### src/rtl/fir_l3_output_serializer_if.sv
// rtl/fir_l3_output_serializer_if.sv - block-in / sample-out bundle for the L3 FIR output serializer
//
// Ports carried:
//   in_valid/in_ready               block handshake (upstream filter -> serializer)
//   in_data_1..in_data_3            three signed full-precision filter outputs, emitted 1,2,3
//   out_valid/out_ready             serial sample handshake (serializer -> downstream)
//   out_data                        rounded/saturated signed sample
//   out_phase                       position of out_data within its block (0..2)
//   sat_flag, drop_flag             sticky status
//   flag_clr                        synchronous clear of the sticky status
// slave modport is the serializer side, master modport the driving side.

interface fir_l3_output_serializer_if #(
    parameter int IN_WIDTH  = 64,
    parameter int OUT_WIDTH = 16
);
    logic                        in_valid;
    logic                        in_ready;
    logic signed [IN_WIDTH-1:0]  in_data_1;
    logic signed [IN_WIDTH-1:0]  in_data_2;
    logic signed [IN_WIDTH-1:0]  in_data_3;
    logic                        out_valid;
    logic                        out_ready;
    logic signed [OUT_WIDTH-1:0] out_data;
    logic [1:0]                  out_phase;
    logic                        sat_flag;
    logic                        drop_flag;
    logic                        flag_clr;

    modport slave (
        input  in_valid, in_data_1, in_data_2, in_data_3, out_ready, flag_clr,
        output in_ready, out_valid, out_data, out_phase, sat_flag, drop_flag
    );

    modport master (
        output in_valid, in_data_1, in_data_2, in_data_3, out_ready, flag_clr,
        input  in_ready, out_valid, out_data, out_phase, sat_flag, drop_flag
    );
endinterface

### src/rtl/fir_l3_output_serializer.sv
// rtl/fir_l3_output_serializer.sv - buffers 3-sample FIR blocks and emits rounded/saturated samples serially
//
// Ports:
//   clk      clock
//   reset_n  asynchronous active-low reset
//   bus      fir_l3_output_serializer_if.slave (block input, sample output, sticky flags)
// Parameters:
//   IN_WIDTH    width of each parallel filter output
//   OUT_WIDTH   width of the serial output sample
//   SHIFT       fractional bits removed before rounding (1..IN_WIDTH-1)
//   FIFO_DEPTH  capacity in blocks, power of 2, >= 2

module fir_l3_output_serializer #(
    parameter int IN_WIDTH   = 64,
    parameter int OUT_WIDTH  = 16,
    parameter int SHIFT      = 23,
    parameter int FIFO_DEPTH = 4
) (
    input  logic                          clk,
    input  logic                          reset_n,
    fir_l3_output_serializer_if.slave     bus
);
    localparam int AW = $clog2(FIFO_DEPTH);
    localparam int CW = AW + 1;

    typedef logic signed [IN_WIDTH-1:0] samp_t;
    typedef logic signed [IN_WIDTH:0]   wide_t;

    // Rounding is done one bit wider than the input so x + half can never wrap.
    localparam wide_t HALF  = wide_t'(1) <<< (SHIFT - 1);
    localparam wide_t MAX_W = {{(IN_WIDTH + 2 - OUT_WIDTH){1'b0}}, {(OUT_WIDTH - 1){1'b1}}};
    localparam wide_t MIN_W = {{(IN_WIDTH + 2 - OUT_WIDTH){1'b1}}, {(OUT_WIDTH - 1){1'b0}}};
    localparam logic [OUT_WIDTH-1:0] MAX_O = {1'b0, {(OUT_WIDTH - 1){1'b1}}};
    localparam logic [OUT_WIDTH-1:0] MIN_O = {1'b1, {(OUT_WIDTH - 1){1'b0}}};

    samp_t mem_q [FIFO_DEPTH][3];
    samp_t mem_d [FIFO_DEPTH][3];

    logic [AW-1:0]        wr_ptr_q, wr_ptr_d;
    logic [AW-1:0]        rd_ptr_q, rd_ptr_d;
    logic [CW-1:0]        count_q, count_d;
    logic [1:0]           phase_q, phase_d;
    logic                 out_valid_q, out_valid_d;
    logic [OUT_WIDTH-1:0] out_data_q, out_data_d;
    logic [1:0]           out_phase_q, out_phase_d;
    logic                 sat_q, sat_d;
    logic                 drop_q, drop_d;

    logic                 in_ready;
    logic                 push;
    logic                 load;
    logic                 pop;
    samp_t                head;
    wide_t                rnd;
    wide_t                shr;
    logic                 sat_hi;
    logic                 sat_lo;
    logic [OUT_WIDTH-1:0] conv_data;

    // Acceptance looks at occupancy only; a pop in the same cycle does not free a slot.
    assign in_ready = (count_q < CW'(FIFO_DEPTH));
    assign push     = bus.in_valid && in_ready;
    assign load     = (!out_valid_q || bus.out_ready) && (count_q != '0);
    assign pop      = load && (phase_q == 2'd2);

    always_comb begin
        head = '0;
        case (phase_q)
            2'd0:    head = mem_q[rd_ptr_q][0];
            2'd1:    head = mem_q[rd_ptr_q][1];
            default: head = mem_q[rd_ptr_q][2];
        endcase
    end

    always_comb begin
        rnd    = wide_t'(head) + HALF;
        shr    = rnd >>> SHIFT;
        sat_hi = (shr > MAX_W);
        sat_lo = (shr < MIN_W);
        if (sat_hi) begin
            conv_data = MAX_O;
        end else if (sat_lo) begin
            conv_data = MIN_O;
        end else begin
            conv_data = shr[OUT_WIDTH-1:0];
        end
    end

    always_comb begin
        mem_d = mem_q;
        if (push) begin
            mem_d[wr_ptr_q][0] = bus.in_data_1;
            mem_d[wr_ptr_q][1] = bus.in_data_2;
            mem_d[wr_ptr_q][2] = bus.in_data_3;
        end
    end

    always_comb begin
        wr_ptr_d    = wr_ptr_q;
        rd_ptr_d    = rd_ptr_q;
        count_d     = count_q;
        phase_d     = phase_q;
        out_valid_d = out_valid_q;
        out_data_d  = out_data_q;
        out_phase_d = out_phase_q;
        sat_d       = sat_q;
        drop_d      = drop_q;

        if (push) begin
            wr_ptr_d = wr_ptr_q + 1'b1;
        end

        if (load) begin
            out_valid_d = 1'b1;
            out_data_d  = conv_data;
            out_phase_d = phase_q;
            if (phase_q == 2'd2) begin
                phase_d  = 2'd0;
                rd_ptr_d = rd_ptr_q + 1'b1;
            end else begin
                phase_d = phase_q + 2'd1;
            end
        end else if (!out_valid_q || bus.out_ready) begin
            // Output slot is free but nothing is buffered: go idle, data holds.
            out_valid_d = 1'b0;
        end

        case ({push, pop})
            2'b10:   count_d = count_q + 1'b1;
            2'b01:   count_d = count_q - 1'b1;
            default: count_d = count_q;
        endcase

        if (bus.flag_clr) begin
            sat_d  = 1'b0;
            drop_d = 1'b0;
        end else begin
            sat_d  = sat_q  || (load && (sat_hi || sat_lo));
            drop_d = drop_q || (bus.in_valid && !in_ready);
        end
    end

    // Storage carries no control meaning, so it is left out of reset.
    always_ff @(posedge clk) begin
        mem_q <= mem_d;
    end

    always_ff @(posedge clk or negedge reset_n) begin
        if (!reset_n) begin
            wr_ptr_q    <= '0;
            rd_ptr_q    <= '0;
            count_q     <= '0;
            phase_q     <= 2'd0;
            out_valid_q <= 1'b0;
            out_data_q  <= '0;
            out_phase_q <= 2'd0;
            sat_q       <= 1'b0;
            drop_q      <= 1'b0;
        end else begin
            wr_ptr_q    <= wr_ptr_d;
            rd_ptr_q    <= rd_ptr_d;
            count_q     <= count_d;
            phase_q     <= phase_d;
            out_valid_q <= out_valid_d;
            out_data_q  <= out_data_d;
            out_phase_q <= out_phase_d;
            sat_q       <= sat_d;
            drop_q      <= drop_d;
        end
    end

    assign bus.in_ready  = in_ready;
    assign bus.out_valid = out_valid_q;
    assign bus.out_data  = out_data_q;
    assign bus.out_phase = out_phase_q;
    assign bus.sat_flag  = sat_q;
    assign bus.drop_flag = drop_q;
endmodule

### src/flat_wrapper.sv
// flat-port wrapper written by rule: the top's interface ports become plain ports
module fir_l3_output_serializer_flat 
#(
    parameter int IN_WIDTH   = 64,
    parameter int OUT_WIDTH  = 16,
    parameter int SHIFT      = 23,
    parameter int FIFO_DEPTH = 4
)
  (clk, reset_n, bus_in_valid, bus_in_data_1, bus_in_data_2, bus_in_data_3, bus_out_ready, bus_flag_clr, bus_in_ready, bus_out_valid, bus_out_data, bus_out_phase, bus_sat_flag, bus_drop_flag);
  fir_l3_output_serializer_if #(.IN_WIDTH(IN_WIDTH), .OUT_WIDTH(OUT_WIDTH)) bus_i ();
  input  logic clk;
  input  logic reset_n;
  input wire logic [$bits(bus_i.in_valid)-1:0] bus_in_valid;
  input wire logic [$bits(bus_i.in_data_1)-1:0] bus_in_data_1;
  input wire logic [$bits(bus_i.in_data_2)-1:0] bus_in_data_2;
  input wire logic [$bits(bus_i.in_data_3)-1:0] bus_in_data_3;
  input wire logic [$bits(bus_i.out_ready)-1:0] bus_out_ready;
  input wire logic [$bits(bus_i.flag_clr)-1:0] bus_flag_clr;
  output wire logic [$bits(bus_i.in_ready)-1:0] bus_in_ready;
  output wire logic [$bits(bus_i.out_valid)-1:0] bus_out_valid;
  output wire logic [$bits(bus_i.out_data)-1:0] bus_out_data;
  output wire logic [$bits(bus_i.out_phase)-1:0] bus_out_phase;
  output wire logic [$bits(bus_i.sat_flag)-1:0] bus_sat_flag;
  output wire logic [$bits(bus_i.drop_flag)-1:0] bus_drop_flag;
  assign bus_i.in_valid = bus_in_valid;
  assign bus_i.in_data_1 = bus_in_data_1;
  assign bus_i.in_data_2 = bus_in_data_2;
  assign bus_i.in_data_3 = bus_in_data_3;
  assign bus_i.out_ready = bus_out_ready;
  assign bus_i.flag_clr = bus_flag_clr;
  assign bus_in_ready = bus_i.in_ready;
  assign bus_out_valid = bus_i.out_valid;
  assign bus_out_data = bus_i.out_data;
  assign bus_out_phase = bus_i.out_phase;
  assign bus_sat_flag = bus_i.sat_flag;
  assign bus_drop_flag = bus_i.drop_flag;
  fir_l3_output_serializer #(.IN_WIDTH(IN_WIDTH), .OUT_WIDTH(OUT_WIDTH), .SHIFT(SHIFT), .FIFO_DEPTH(FIFO_DEPTH)) u_core (.clk(clk), .reset_n(reset_n), .bus(bus_i));
endmodule
### config.mk
export PLATFORM = sky130hd
export DESIGN_NAME = fir_l3_output_serializer_flat
export DESIGN_NICKNAME = d
export VERILOG_FILES = /design/src/rtl/fir_l3_output_serializer_if.sv /design/src/rtl/fir_l3_output_serializer.sv /design/src/flat_wrapper.sv
export SDC_FILE = /design/constraint.sdc
export NUM_CORES = 1
export LEC_CHECK = 0
export ABC_AREA = 1
export BUFFER_PORTS_ARGS = -buffer_cell sky130_fd_sc_hd__buf_2
export CELL_PAD_IN_SITES_DETAIL_PLACEMENT = 0
export CELL_PAD_IN_SITES_GLOBAL_PLACEMENT = 1
export CORE_MARGIN = 5
export CORE_UTILIZATION = 35
export DETAILED_ROUTE_END_ITERATION = 10
export GPL_TIMING_DRIVEN = 0
export PLACE_DENSITY_LB_ADDON = 0.1
export SETUP_SLACK_MARGIN = 0.2
export SKIP_LAST_GASP = 1
export SYNTH_ARGS = -nofsm -noshare
export SYNTH_HDL_FRONTEND = slang
export SYNTH_SLANG_ARGS = --single-unit
### constraint.sdc
create_clock -name clk -period 15.7 [get_ports clk]
set_input_delay 0 -clock clk [delete_from_list [all_inputs] [get_ports clk]]
set_output_delay 0 -clock clk [all_outputs]
set_load 0.1 [all_outputs]
; Word-level counts from Yosys, hierarchy flattened
; Index checks and enable logic that the tools add are counted.
[word_totals]
regBits = 798
latchBits = 0
ram_bits = 0
romBits = 0
in_bits = 197
output_inout_bits = 22
word_cells = 77
memories = 0
[op_classes]
add_sub_neg = 6
mul = 0
div_mod_pow = 0
n_lt_le_gt_ge = 6
n_eq_ne = 4
shifts = 0
mux = 21
bitwise_logic = 2
reduce_logical = 17
[ops]
columns = op, count
row1 = 768-bit bitwise mux, 3
row2 = 192-bit demux with 2-bit select, 3
row3 = 192-bit two-way mux, 3
row4 = 192-bit binary-select mux with 2-bit select, 1
row5 = 128-bit two-way mux, 1
row6 = 64-bit case mux with 2 select lines, 1
row7 = 64-bit by 24-bit adder with 65-bit output (second input constant), 1
row8 = 64-bit two-way mux, 1
row9 = 42-bit by 16-bit > comparator with 1-bit output (second input constant), 1
row10 = 42-bit by 16-bit < comparator with 1-bit output (second input constant), 1
row11 = 16-bit two-way mux, 2
row12 = 2-bit by 1-bit adder with 2-bit output (second input constant), 3
row13 = 3-bit >= comparator (second input constant), 2
row14 = 1-bit logical AND, 6
row15 = 2-bit NOT with 3-bit output, 2
row16 = 3-bit case mux with 2 select lines, 1
row17 = 2-bit by 1-bit == test with 1-bit output (second input constant), 2
row18 = 2-bit == test (second input constant), 2
row19 = 1-bit logical OR, 4
row20 = 1-bit two-way mux, 4
row21 = 2-bit nonzero test, 2
row22 = 3-bit by 1-bit adder with 3-bit output (second input constant), 1
row23 = 3-bit by 1-bit < comparator with 1-bit output (second input constant), 1
row24 = 3-bit < comparator (second input constant), 1
row25 = 6 further kinds, 7

; Depth between registers and ports, before layout
; Gate-level depths: netlist (run 1).
[logic_depth]
depth_word = 11
depth_mapped = 25
depth_no_buf = 24

; Least setup slack after synthesis (run 1)
; No wires, ideal clock.
[synth_path]
path_type = register -> register
startpoint = reg u_core.count_q[2]
endpoint = reg u_core.mem_q[100] (netlist name) (enable)
setup_ps = 613
arrival_time_ps = 6698
slack_ps = 8389
stages_incl_launch_ff = 4
synth_period_minus_slack_ps = 7311
cell_sequence = dfrtp_1 -> inv_1 -> nand2_1 -> nor2_1
[synth_between]
elab_chain_len = 2
[synth_rtl]
columns = element, line
row1 = "start, declared", fir_l3_output_serializer.sv:41  ; logic [CW-1:0] count_q, count_d;
row2 = "start signal, assigned", fir_l3_output_serializer.sv:162  ; count_q <= count_d;
row3 = 3-bit < comparator, fir_l3_output_serializer.sv:61  ; assign in_ready = (count_q < CW'(FIFO_DEPTH));
row4 = named net bus_in_ready, flat_wrapper.sv:19  ; output wire logic [$bits(bus_i.in_ready)-1:0] bus_in_ready;
row5 = 1-bit logical AND, fir_l3_output_serializer.sv:62  ; assign push = bus.in_valid && in_ready;
row6 = "end signal, assigned", fir_l3_output_serializer.sv:145  ; mem_q <= mem_d;
row7 = "end, declared", fir_l3_output_serializer.sv:36  ; samp_t mem_q [FIFO_DEPTH][3];
; The timed path passes the listed nets, and every way through them passes these cells.
; A chain may end at the register's enable or synchronous reset.

; Final worst setup path (run 1)
[layout_path]
startpoint = reg u_core.rd_ptr_q[1]
endpoint = reg u_core.out_data_q[11] (netlist: u_core.bus.out_data[11])
[layout_between]
elab_chain_len = 9
[layout_rtl]
columns = element, line
row1 = "start, declared", fir_l3_output_serializer.sv:40  ; logic [AW-1:0] rd_ptr_q, rd_ptr_d;
row2 = "start signal, assigned", fir_l3_output_serializer.sv:161  ; rd_ptr_q <= rd_ptr_d;
row3 = 2-bit NOT with 3-bit output (implied by the code) (*), "fir_l3_output_serializer.sv:69, fir_l3_output_serializer.sv:70, fir_l3_output_serializer.sv:71"
row4 = 192-bit binary-select mux with 2-bit select (*), "fir_l3_output_serializer.sv:69, fir_l3_output_serializer.sv:70, fir_l3_output_serializer.sv:71"
row5 = 192-bit two-way mux (implied by the code) (*), fir_l3_output_serializer.sv:71  ; default: head = mem_q[rd_ptr_q][2];
row6 = 192-bit two-way mux (implied by the code) (*), fir_l3_output_serializer.sv:69  ; 2'd0: head = mem_q[rd_ptr_q][0];
row7 = 64-bit case mux with 2 select lines (*), fir_l3_output_serializer.sv:68  ; case (phase_q)
row8 = 64-bit by 24-bit adder with 65-bit output (*), fir_l3_output_serializer.sv:76  ; rnd = wide_t'(head) + HALF;
row9 = 42-bit by 16-bit < comparator with 1-bit output, fir_l3_output_serializer.sv:79  ; sat_lo = (shr < MIN_W);
row10 = 16-bit two-way mux, fir_l3_output_serializer.sv:82  ; end else if (sat_lo) begin
row11 = 16-bit two-way mux (*), fir_l3_output_serializer.sv:80  ; if (sat_hi) begin
row12 = "end signal, assigned", fir_l3_output_serializer.sv:165  ; out_data_q <= out_data_d;
row13 = "end, declared", fir_l3_output_serializer.sv:44  ; logic [OUT_WIDTH-1:0] out_data_q, out_data_d;
; Every way passes the cells marked *; elsewhere a longest branch is shown, timed or not. The select of a mux whose other input is x is not followed.

==> impl_metrics.tcl, run 1 <==
set metrics [dict create \
    status "finished clean" \
    htreeDepth 2 \
    p_leak_nw 13.3 \
    start_util_pct 35.2 \
    fill_cells 6803 \
    viasPerCell 4.74 \
    synthesis.nets 2839 \
    crit_type "flip-flop to flip-flop" \
    crit_arrival_ns 5.24 \
    finalHoldViolCount 0 \
    required_ns 16.21 \
    hp-class "input port to flip-flop" \
    synthCells 2635 \
    worstMarginPinSlew_ns 0.987 \
    totalWireLength_mm 82.2 \
    post_cts_buffers 0 \
    clkTransAtPathRegs_ns 0.06 \
    grt_max_degree 31 \
    syn2layout_area_growth_pct 23.0 \
    wl_per_cell_um 20.6 \
    pwr_density_cell_nw_per_um2 205 \
    worstPathCellList "inv_2, buf_2, buf_1, nand2_1, nand3_1, inv_2, nor2_1, nand2_1, nor3_1, inv_1, nor2_1, nand2_1, nand2_1, nand2_1, nor2_1, nand3_1, a21oi_4, buf_6, a21oi_2" \
    die_area_sq_um 75900 \
    drive_gt1_share_pct 12.8 \
    clkSinkCount 534 \
    min_period_ns 4.73 \
    setup_viol 0 \
    yosysSeqAreaShare_pct 64.4 \
    critPathMostFrequentCell "nand2_1" \
    syn_area_per_cell_sq_um 9.37 \
    start_kind "flip-flop" \
    place_ws_ns 11.00 \
    drtIter0Drc 1461 \
    cts_buffer_depth 3 \
    crit_family "simple AND/OR/NAND/NOR gates" \
    die_height_um 276 \
    cts_tree "yes" \
    ant_nets 0 \
    grt_pass1_wl_mm 120 \
    finalClockSkew_ns 0.0207 \
    synth_area_sq_um 24700 \
    vias 18905 \
    numPortBuffers 152 \
    drc 0 \
    slew_headroom_pct 34.0 \
    die_w_um 276 \
    rows 97 \
    maxSlewViolCount 0 \
    cap_violations 0 \
    cpMaxStageDelayCell "buf_1" \
    crit_fanout 10 \
    grt_pass1_vias 18332 \
    gp_congestion 0.868 \
    cts_buffers 58 \
    core_sq_um 70000 \
    yosysWarnings 0 \
    antenna_found_initial 1 \
    first_pass_iters 5 \
    totalNegativeSetupSlack_ns 0 \
    grt_usage_pct 21.4 \
    max_freq_mhz 212 \
    cp_num_buf_inv 6 \
    hpwl_mm 57.1 \
    grt.overflow.total 0 \
    critical-path-max-stage-delay_ns 0.75 \
    clock_latency_ns 0.63 \
    peakVddDrop_uv 121 \
    nets 3206 \
    fin_ws_ns 10.97 \
    synth_seq_cells 534 \
    timing.final.crit_share_pct 30.1 \
    power.total_mw 6.22 \
    post_synth_num_cell_types 32 \
    rsz0062_at_grt "no" \
    pin_count 219 \
    cts-root-buf "clkbuf_16" \
    endpoint_kind "flip-flop" \
]
-- state kept, by name, summed over array words and instances (netlist names) --
register,count
u_core.rd_ptr_q,2
u_core.count_q,3
u_core.bus.out_valid,1
u_core.phase_q,2
u_core.bus.drop_flag,1
u_core.bus.out_data,16
u_core.bus.out_phase,2
u_core.bus.sat_flag,1
u_core.wr_ptr_q,2
u_core.mem_q,504
-- report_power, final --
part | leakage [nW] | switching (mW) | total, mW | internal (mW)
Clock | 0.910 | 0.564 | 1.35 | 0.786
Combinational | 7.42 | 2.25 | 3.00 | 0.753
Sequential | 4.93 | 0.0556 | 1.87 | 1.81
-- Yosys cell counts --
cell         n  area (sq um)
nand2_1   1166          4380
edfxtp_1   504         15100
nand3_1    277          1390
inv_1      231           867
nor2_1     169           634
buf_2       50           250
clkbuf_1    33           124
dfrtp_1     30           751
buf_4       22           165
o21ai_0     21           105
inv_2       20          75.1
nor2_2      16           100
a21oi_1     14          70.1
nand4_1     12          75.1
xor2_1      12           105
a21oi_2     10          87.6
buf_1       10          37.5
buf_6        6          67.6
ha_1         6          75.1
o21ai_1      6          30.0
clkinv_1     3          11.3
xnor2_1      3          26.3
a31oi_1      2          12.5
nand3_2      2          20.0
nand3b_1     2          15.0
o22ai_1      2          12.5
a21oi_4      1          16.3
a22o_1       1          8.76
and3_1       1          6.26
fa_1         1          20.0
nand2_2      1          6.26
nor3_1       1          5.00
-- worst paths after layout --
kind                                                     startpoint                             endpoint  slack [ns]  depth (start not counted)
worst min-delay path                                   bus_flag_clr        u_core.bus.sat_flag$_DFF_PN0_        0.08                          3
worst min register to register  u_core.bus.out_phase[0]$_DFFE_PN0P_  u_core.bus.out_phase[0]$_DFFE_PN0P_        0.47                          2
worst max-delay path                 u_core.rd_ptr_q[1]$_DFFE_PN0P_  u_core.bus.out_data[11]$_DFFE_PN0P_       10.97                         19
min in group asynchronous                                   reset_n        u_core.count_q[0]$_DFFE_PN0P_        0.42                          4
worst max register to register       u_core.rd_ptr_q[1]$_DFFE_PN0P_  u_core.bus.out_data[11]$_DFFE_PN0P_       10.97                         19
max in group asynchronous                                   reset_n        u_core.phase_q[1]$_DFFE_PN0P_       15.10                          4
-- worst reg2reg max path, stage by stage, from the launching register on --
cell and delay [ns]:
dfrtp_1 0.43, inv_2 0.20, buf_2 0.40, buf_1 0.77
nand2_1 0.12, nand3_1 0.15, inv_2 0.04, nor2_1 0.34
nand2_1 0.21, nor3_1 0.36, inv_1 0.10, nor2_1 0.22
nand2_1 0.08, nand2_1 0.08, nand2_1 0.07, nor2_1 0.21
nand3_1 0.25, a21oi_4 0.30, buf_6 0.21, a21oi_2 0.07
-- metal layers --
layer	global-route usage [%]	vias to the layer above	part of all wire, %
met4	4.03	0	1.7
met1	29.8	9106	46
li1	-	9239	-
met2	36.2	473	48
met5	0	-	0
met3	2.88	87	5.0
-- metrics by stage --
stage | util, % | instance area [sq um] | std cells | hold WS, ns
final | 43.3 | 30300 | 3987 | 0.0785
after CTS | 43.3 | 30300 | 3986 | 0.0479
after detailed placement | 38.8 | 27100 | 3750 | 0.111
after floorplan | - | 24700 | 2635 | -0.296
after global placement | 38.0 | 26600 | 3727 | 0.101
after global routing | 43.3 | 30300 | 3986 | 0.0638
-- cell type report --
| type | count | area [sq um] | area share (%) |
|---|---|---|---|
| Sequential cell | 534 | 15900 | 52.4 |
| Multi-Input combinational cell | 1726 | 7220 | 23.8 |
| Timing Repair Buffer | 307 | 2600 | 8.56 |
| Clock buffer | 76 | 1580 | 5.21 |
| Tap cell | 940 | 1180 | 3.88 |
| Inverter | 254 | 953 | 3.14 |
| Buffer | 121 | 644 | 2.12 |
| Clock inverter | 28 | 278 | 0.915 |
| Antenna cell | 1 | 2.50 | 0.00825 |
-- timing repair --
action / in CTS / in global routing
gates resized for setup: 0 / 0
hold buffers: 132 / 0
endpoints found under the hold margin: 537 / 0
-- logic make-up after synthesis --
| kind of cell | count (synthesis) | synth area share (%) |
|---|---|---|
| compound gates | 57 | 1.39 |
| buf+inv | 375 | 6.47 |
| fa+ha+maj | 7 | 0.385 |
| flops | 534 | 64.4 |
| simple gates | 1647 | 26.8 |
| xor+xnor | 15 | 0.532 |
-- cells in the final DEF, fill, tap and decap left out, types with 2 or more instances in the layout --
cell / count
bufinv_16: 5
nand4_1: 12
clkbuf_1: 46
a31oi_1: 2
clkinv_2: 10
inv_2: 20
nor2_2: 16
xnor2_1: 3
a21oi_2: 10
xor2_1: 12
buf_4: 22
clkbuf_8: 4
buf_2: 202
o22ai_1: 2
buf_12: 18
clkinv_1: 12
nor2_1: 165
buf_16: 6
nand2_1: 1166
nand3_2: 2
a21oi_1: 14
o21ai_1: 6
nor2_4: 4
nand3_1: 277
nand3b_1: 2
ha_1: 6
buf_6: 6
dfrtp_1: 30
clkinvlp_4: 2
dlygate4sd3_1: 131
clkbuf_16: 59
inv_1: 231
o21ai_0: 21
edfxtp_1: 504
buf_1: 10
Note: power is estimated with default switching activity, not from simulation.
==> run 2, diff against run 1 <==
==> constraint.sdc (replaced) <==
create_clock -name clk -period 4.35 [get_ports clk]
set_input_delay 0 -clock clk [delete_from_list [all_inputs] [get_ports clk]]
set_output_delay 0 -clock clk [all_outputs]
set_load 0.1 [all_outputs]
==> run 2 against run 1 <==
Register-to-register slack got worse by 11 ns. Fmax up 19%. Die area unchanged. Largest cell class unchanged.
==> impl_metrics.tcl, run 2 (synthesis results as in run 1) <==
set metrics [dict create \
    cts_buffers 61 \
    critPathMostFrequentCell "nand2_1" \
    worstPathCellList "inv_2, buf_4, clkbuf_4, nand2_1, nand2_1, nand2_1, nand3_1, inv_2, nor2_2, nand2_1, nor2_1, nand3_1, nor2_1, nand3_1, nand2_1, nand2_1, nor2_1, nand2_1, nor2_1, nand2_1, nand2_2, buf_6, nand2_1, a21oi_2" \
    vias 18966 \
    p_int_mw 12.3 \
    ant_nets 0 \
    pwr_density_cell_nw_per_um2 745 \
    drive_gt1_share_pct 14.8 \
    switching_share_pct 46.2 \
    pin_count 219 \
    start_util_pct 35.2 \
    drtIter0Drc 1372 \
    totalWireLength_mm 81.8 \
    crit_type "flip-flop to flip-flop" \
    reg2reg_from "u_core.rd_ptr_q[0]$_DFFE_PN0P_" \
    worstHoldStart "bus_flag_clr" \
    p_switching_mw 10.6 \
    min_period_ns 3.99 \
    required_ns 4.90 \
    die_area_sq_um 75900 \
    largest_register "u_core.mem_q" \
    cts_tree "yes" \
    final_cell_mix "1166 x nand2_1, 504 x edfxtp_1, 262 x nand3_1" \
    drc 0 \
    grt_usage_pct 21.4 \
    endpoint_kind "flip-flop" \
    htreeDepth 2 \
    syn2layout_area_growth_pct 24.5 \
    crit_start "u_core.rd_ptr_q[0]$_DFFE_PN0P_" \
    seqPwrFrac_pct 29.4 \
    cts_buffer_depth 3 \
    grt_pass1_wl_mm 120 \
    nets 3211 \
    p_leak_nw 13.4 \
    peakVddDrop_uv 506 \
    layout.cells.most_common "nand2_1" \
    max_freq_mhz 251 \
    pwr-share-comb_pct 49.0 \
    gp_congestion 0.871 \
    slew_headroom_pct 36.0 \
    critical-path-max-stage-delay_ns 0.46 \
    largest_reg_flops 504 \
    antenna_found_initial 3 \
    cp_num_buf_inv 5 \
    crit_family "simple AND/OR/NAND/NOR gates" \
    clkTransAtPathRegs_ns 0.06 \
    grt.overflow.total 0 \
    rows 97 \
    status "finished clean" \
    clkSinkCount 534 \
    clkPwrFrac_pct 21.6 \
    grt_max_degree 26 \
    hp-class "input port to flip-flop" \
    numPortBuffers 152 \
    maxSlewViolCount 0 \
    viasPerCell 4.74 \
    finalClockSkew_ns 0.0170 \
    die_height_um 276 \
    clock_latency_ns 0.63 \
    start_kind "flip-flop" \
    rsz0062_at_grt "no" \
    grt_pass1_vias 18404 \
    first_pass_iters 5 \
    cpMaxStageDelayCell "dfrtp_2" \
    power.total_mw 22.9 \
    timing.final.crit_share_pct 91.7 \
    cts-root-buf "clkbuf_16" \
    hpwl_mm 56.8 \
    crit_arrival_ns 4.54 \
    core_sq_um 70000 \
    cap_violations 0 \
    die_w_um 276 \
    crit_fanout 10 \
    setup_viol 0 \
    worstMarginPinSlew_ns 0.960 \
    wl_per_cell_um 20.5 \
    holdWs_ns 0.0871 \
    finalHoldViolCount 0 \
]
-- run 2: worst paths after layout --
kind / to / slack (ns) / depth (start not counted)
worst max-delay path: u_core.bus.out_data[8]$_DFFE_PN0P_ / 0.36 / 24
worst min-delay path: u_core.bus.sat_flag$_DFF_PN0_ / 0.09 / 3
worst max register to register: u_core.bus.out_data[8]$_DFFE_PN0P_ / 0.36 / 24
worst min register to register: u_core.count_q[0]$_DFFE_PN0P_ / 0.47 / 1
max in group asynchronous: u_core.bus.out_phase[1]$_DFFE_PN0P_ / 2.28 / 4
min in group asynchronous: u_core.count_q[2]$_DFFE_PN0P_ / 0.41 / 3
-- run 2: routing by layer --
metal | wire length (um) | vias up | track usage (%) | share of wire (%)
met3 | 4390 | 111 | 3.12 | 5.4
met4 | 1680 | 2 | 4.87 | 2.1
met1 | 37100 | 9088 | 29.9 | 45
met2 | 38700 | 498 | 35.5 | 47
li1 | - | 9267 | - | -
met5 | 13 | - | 0 | 0.016
-- run 2: worst min-delay path, delay by kind of cell --
kind | cells | cell delay [ns]
buffers and inverters | 2 | 0.63
AOI/OAI and AO/OA | 1 | 0.04
-- run 2: stage by stage --
| step | util [%] | worst slack, ns | instance area [sq um] | TNS, ns | std cells |
|---|---|---|---|---|---|
| finish | 43.9 | 0.363 | 30700 | 0 | 4000 |
| global route | 43.9 | 0.200 | 30700 | 0 | 4000 |
| CTS | 43.5 | 0.203 | 30500 | 0 | 3999 |
| detailed placement | 38.8 | -0.288 | 27200 | -3.92 | 3751 |
| global placement | 38.0 | -3.99 | 26600 | -1973.20 | 3727 |
| floorplan | - | -0.882 | 24700 | -444.39 | 2635 |
-- run 2: timing repair --
item                                    in CTS  in global routing
gates resized for setup                     37                 85
gates cloned                                 0                  0
pin swaps                                    1                  0
endpoints found under the setup margin      16                 16
endpoints found under the hold margin      537                  0
setup buffers                                1                  0
hold buffers                               132                  0
-- run 2: power by group through the flow --
stage / logic, mW / registers (mW) / clock network [mW]
finish: 11.2 / 6.74 / 4.95
global route: 12.3 / 6.79 / 5.28
CTS: 11.0 / 6.74 / 5.05
detailed placement: 10.8 / 6.84 / 0
global placement: 10.6 / 7.00 / 0
floorplan: 6.09 / 7.44 / 0
-- run 2: cell type report --
type                            instances  area, sq um
Multi-Input combinational cell       1726         7410
Clock buffer                           78         1610
Fill cell                            6816        39300
Antenna cell                            1         2.50
Tap cell                              940         1180
Timing Repair Buffer                  309         2600
Inverter                              254          953
Sequential cell                       534        15900
Buffer                                121          773
Clock inverter                         37          309
